[src/rtl/div_issue_pkg.sv]
// div_issue_pkg: shared encodings for the EX-stage divide issue logic.
package div_issue_pkg;
    localparam logic [7:0] EXE_DIV_OP        = 8'b00011010;
    localparam logic [7:0] EXE_DIVU_OP       = 8'b00011011;
    localparam logic       DivStart          = 1'b1;
    localparam logic       DivStop           = 1'b0;
    localparam logic       DivResultReady    = 1'b1;
    localparam logic       DivResultNotReady = 1'b0;
    localparam logic       Stop              = 1'b1;
    localparam logic       NoStop            = 1'b0;

    typedef enum logic [1:0] {DivIssueIdle, DivIssueWait, DivIssueDrain} div_issue_state_e;
endpackage

[src/rtl/div_issue.sv]
// div_issue: EX-stage initiator for the multi-cycle divider; stalls EX until the result is written to HI/LO.
// Optional macro DIV_ZERO_TRAP_EN traps a zero divisor in IDLE instead of issuing it (adds div_zero_o).
module div_issue
    import div_issue_pkg::*;
#(
    parameter int DRAIN_CYCLES = 2
) (
    input  logic        clk,
    input  logic        rst,
    input  logic [7:0]  aluop_i,
    input  logic [31:0] reg1_i,
    input  logic [31:0] reg2_i,
    input  logic        flush_i,
    input  logic        ex_hold_i,
    input  logic        div_ready_i,
    input  logic [63:0] div_result_i,
    output logic        div_start_o,
    output logic        div_annul_o,
    output logic        div_signed_o,
    output logic [31:0] div_opdata1_o,
    output logic [31:0] div_opdata2_o,
    output logic        stallreq_o,
    output logic        whilo_o,
    output logic [31:0] hi_o,
    output logic [31:0] lo_o
`ifdef DIV_ZERO_TRAP_EN
    ,
    output logic        div_zero_o
`endif
);
    localparam int CW = $clog2(DRAIN_CYCLES + 1);

    div_issue_state_e state, state_n;
    logic [CW-1:0] cnt, cnt_n;
    logic        start_n, signed_n, is_div, zero_trap, ready;
    logic [31:0] op1_n, op2_n;

    assign is_div      = (aluop_i == EXE_DIV_OP) || (aluop_i == EXE_DIVU_OP);
    assign ready       = div_ready_i == DivResultReady;
    assign div_annul_o = flush_i;

`ifdef DIV_ZERO_TRAP_EN
    assign zero_trap  = (state == DivIssueIdle) && is_div && !flush_i && (reg2_i == 32'd0);
    assign div_zero_o = zero_trap;
`else
    assign zero_trap  = 1'b0;
`endif

    always_ff @(posedge clk) begin
        if (rst) begin
            state         <= DivIssueIdle;
            cnt           <= '0;
            div_start_o   <= DivStop;
            div_signed_o  <= 1'b0;
            div_opdata1_o <= '0;
            div_opdata2_o <= '0;
        end else begin
            state         <= state_n;
            cnt           <= cnt_n;
            div_start_o   <= start_n;
            div_signed_o  <= signed_n;
            div_opdata1_o <= op1_n;
            div_opdata2_o <= op2_n;
        end
    end

    always_comb begin
        state_n    = state;
        cnt_n      = cnt;
        start_n    = div_start_o;
        signed_n   = div_signed_o;
        op1_n      = div_opdata1_o;
        op2_n      = div_opdata2_o;
        stallreq_o = NoStop;
        whilo_o    = 1'b0;
        hi_o       = '0;
        lo_o       = '0;
        case (state)
            DivIssueIdle: begin
                if (is_div && !flush_i && !zero_trap) begin
                    state_n    = DivIssueWait;
                    start_n    = DivStart;
                    signed_n   = aluop_i == EXE_DIV_OP;
                    op1_n      = reg1_i;
                    op2_n      = reg2_i;
                    stallreq_o = Stop;
                end
            end
            DivIssueWait: begin
                // flush outranks ready; a held-off ready keeps start high so the divider holds its result
                if (flush_i || (ready && !ex_hold_i)) begin
                    state_n = DivIssueDrain;
                    cnt_n   = CW'(DRAIN_CYCLES - 1);
                    start_n = DivStop;
                    whilo_o = !flush_i;
                    hi_o    = flush_i ? 32'd0 : div_result_i[63:32];
                    lo_o    = flush_i ? 32'd0 : div_result_i[31:0];
                end else begin
                    stallreq_o = ready ? NoStop : Stop;
                end
            end
            default: begin
                start_n    = DivStop;
                stallreq_o = (is_div && !flush_i) ? Stop : NoStop;
                cnt_n      = (cnt == '0) ? cnt : cnt - 1'b1;
                state_n    = (cnt == '0 && !ready) ? DivIssueIdle : DivIssueDrain;
            end
        endcase
    end
endmodule
[config.mk]
export PLATFORM = sky130hd
export DESIGN_NAME = div_issue
export DESIGN_NICKNAME = d
export VERILOG_FILES = /design/src/rtl/div_issue_pkg.sv /design/src/rtl/div_issue.sv
export SDC_FILE = /design/constraint.sdc
export NUM_CORES = 1
export LEC_CHECK = 0
export ABC_CLOCK_PERIOD_IN_PS = 1570
export BUFFER_PORTS_ARGS = -buffer_cell sky130_fd_sc_hd__buf_2
export CAP_MARGIN = 0
export CORE_AREA = 2 2 108 110
export CTS_CLUSTER_DIAMETER = 50
export DETAILED_ROUTE_END_ITERATION = 12
export DIE_AREA = 0 0 110 112
export GPL_ROUTABILITY_DRIVEN = 0
export MAX_ROUTING_LAYER = met4
export PLACE_DENSITY = 0.65
export SYNTH_ARGS = -nofsm -noshare
export SYNTH_HDL_FRONTEND = slang
export SYNTH_SLANG_ARGS = --single-unit
[constraint.sdc]
create_clock -name clk -period 1.57 [get_ports clk]
set_input_delay 0.0785 -clock clk [delete_from_list [all_inputs] [get_ports clk]]
set_output_delay 0.0785 -clock clk [all_outputs]
set_load 0.05 [all_outputs]
==> flow_summary.ini <==
[status]
status = complete, but fails checks
violations = negative setup slack

[global_route]
grt_max_degree = 81
use_met2 = 0.3755
grt_util_met1 = 0.2295
grt_pass1_wl_microns = 19820
antenna_found_initial = 2
grt_pass1_vias = 3744
overflow = 0
grt.busiest_layer = met2
grtUsageMet3 = 0.06674
grt_usage = 0.2201

[worst_setup_path]
ff2ff_setup_slack_ns = 0.12
cp-start-kind = register
r2r_cells = 5
crit_type = register to primary output
critPathRequiredTime_ns = 1.49
r2r_end = div_opdata1_o[15]
critPathArrivalTime_ns = 1.59
r2r_start = state[1]
setup.worst_path.end_class = primary output
startpoint = state[1]
worstPathMaxFanout = 16
cp-endpoint = hi_o[30]

[cts]
cts-root-buf = clkbuf_16
clockBufferDepth = 2
h-tree-depth = 3
clock-sinks = 69
clk_pin_slew_ns = 0.05
clock_latency_ns = 0.32
cts_tree = done
numCtsBuffers = 9

[hold_path]
hp-class = input port to register
min_path_cells = 3

[die]
dieArea_sq_um = 12320
io_pins = 274
die_h_microns = 112
initial_core_util = 0.3244
die_w_microns = 110
rows = 39
coreArea_sq_um = 11170

[pwr]
peakVddDrop_v = 0.0004678
p_leak_uw = 0.002910
power_per_cell_area_nw_per_um2 = 674.6

[timing]
rsz0062_at_grt = true
setup_violations = 64
worst_slew_pin_slew_ns = 0.3460
fin_crit_sh = 1.062
relSlewSlack = 0.7694
slew_viol_final = 0
layout_min_cycle_time_ns = 1.668
fin_ws_ns = -0.09769
fmax_mhz = 599.6
finalHoldViolations = 0
fin_worst_hold_slack_ns = 0.01189
clock_skew_ns = 0.008523

[yosys]
syn_inst = 382
yosys_most_used_dff = dfxtp_1
mappedNetlistNets = 524
synth-edff-count = 0
synth_seq_cells = 69
yosysSeqAreaShare = 0.3811
syn-cell-area_sq_um = 3625
synth.distinct_cells = 30
yosys_warnings = 0
avgSynthCellArea_sq_um = 9.489
async_reset_ff_frac = 0

[detailed_routing]
detail-route-antenna-nets = 0
wl_microns = 13610
wl_per_cell_microns = 16.95
first_pass_iters = 5
drtIter0Drc = 109
vias = 3634
drc = 0
via_per_inst = 4.526

[layout]
areaGrowthSynthToFinish_pct = 74.53
layout_commonest_cell = buf_2
nets = 795
nFillCells = 966
drive_gt1_frac = 0.5684
instances_no_fill = 803
final_cell_mix = buf_2, nand2b_1, dfxtp_1

[place]
io_buffers = 273
place_inst = 773
dp.final_hpwl_microns = 9554

[flow_run]
maxCapViolations = 0
[per-layer routing]
layer | vias up | routed length, microns
li1 | 1761 | -
met1 | 1687 | 5056
met2 | 166 | 6951
met3 | 20 | 1196
met4 | 0 | 403
met5 | - | 0
[critical path, cell delays in order, from the launching register on]
cell	delay [ns]
dfxtp_2	0.32
nand2b_4	0.14
nor3_4	0.11
buf_6	0.19
clkbuf_16	0.18
and2_2	0.16
buf_6	0.16
[where the power goes]
group	switching, uW	leakage (uW)	internal [uW]	total, uW
Clock	725	0.000159	1410	2130
Sequential	2.09	0.000557	1760	1760
Combinational	159	0.00219	219	378
[sequential cells by signal (all words and copies together) (netlist names)]
name / count
div_signed_o: 1
state: 2
div_opdata1_o: 32
cnt: 2
div_opdata2_o: 32
[through the flow]
step	util	total power, uW	setup TNS [ns]	worst slack [ns]	instance area [sq um]
2_1_floorplan	-	1950	-2.433	-0.04799	3725
3_3_place_gp	0.4665	2148	0	0.07882	5213
3_5_place_dp	0.4665	2155	0	0.04410	5213
4_1_cts	0.5490	4330	-4.018	-0.08985	6135
5_1_grt	0.5661	4445	-6.970	-0.1485	6326
6_report	0.5661	4268	-3.693	-0.09769	6326
[Yosys cell counts, drive strengths merged (2+ instances only)]
library cell | n | area share
a21oi | 2 | 0.0028
and2 | 64 | 0.11
buf | 9 | 0.036
clkbuf | 22 | 0.025
dfxtp | 69 | 0.38
inv | 3 | 0.0031
mux2i | 64 | 0.18
nand2b | 130 | 0.22
nor2 | 2 | 0.0021
[logic make-up after synthesis]
logic type,Yosys count,share of synthesized area
mux,64,0.1767
compound gates,8,0.01623
flops,69,0.3811
buf+inv,34,0.06351
simple gates,206,0.3590
fa+ha+maj,1,0.003451
[worst min path at each step]
stage / slack, ns / from / to
after floorplan: 0.18 / aluop_i[0] / div_signed_o
after global placement: 0.29 / aluop_i[0] / div_signed_o
after detailed placement: 0.29 / aluop_i[0] / div_signed_o
after CTS: 0.0008 / reg2_i[4] / div_opdata2_o[4]
after global routing: 0.01 / reg1_i[17] / div_opdata1_o[17]
final: 0.01 / reg1_i[12] / div_opdata1_o[12]
[what timing repair did]
action,CTS,global route
pin swaps,2,9
gates resized for setup,161,47
buffers inserted,1,2
hold buffers,5,0
endpoints found under the setup margin,65,64
endpoints found under the hold margin,5,0
cloned,2,2
[layout make-up]
| cell class | instances | area [sq um] | area share |
|---|---|---|---|
| timing repair buffer | 291 | 2248 | 0.3554 |
| multi-input combinational | 279 | 2176 | 0.3439 |
| sequential | 69 | 1384 | 0.2188 |
| clock buffer | 14 | 284.0 | 0.04490 |
| tap | 143 | 178.9 | 0.02828 |
| clock inverter | 2 | 38.79 | 0.006131 |
| inverter | 3 | 11.26 | 0.001780 |
| antenna | 2 | 5.005 | 0.0007911 |
Power figures use the tool's default switching activity.
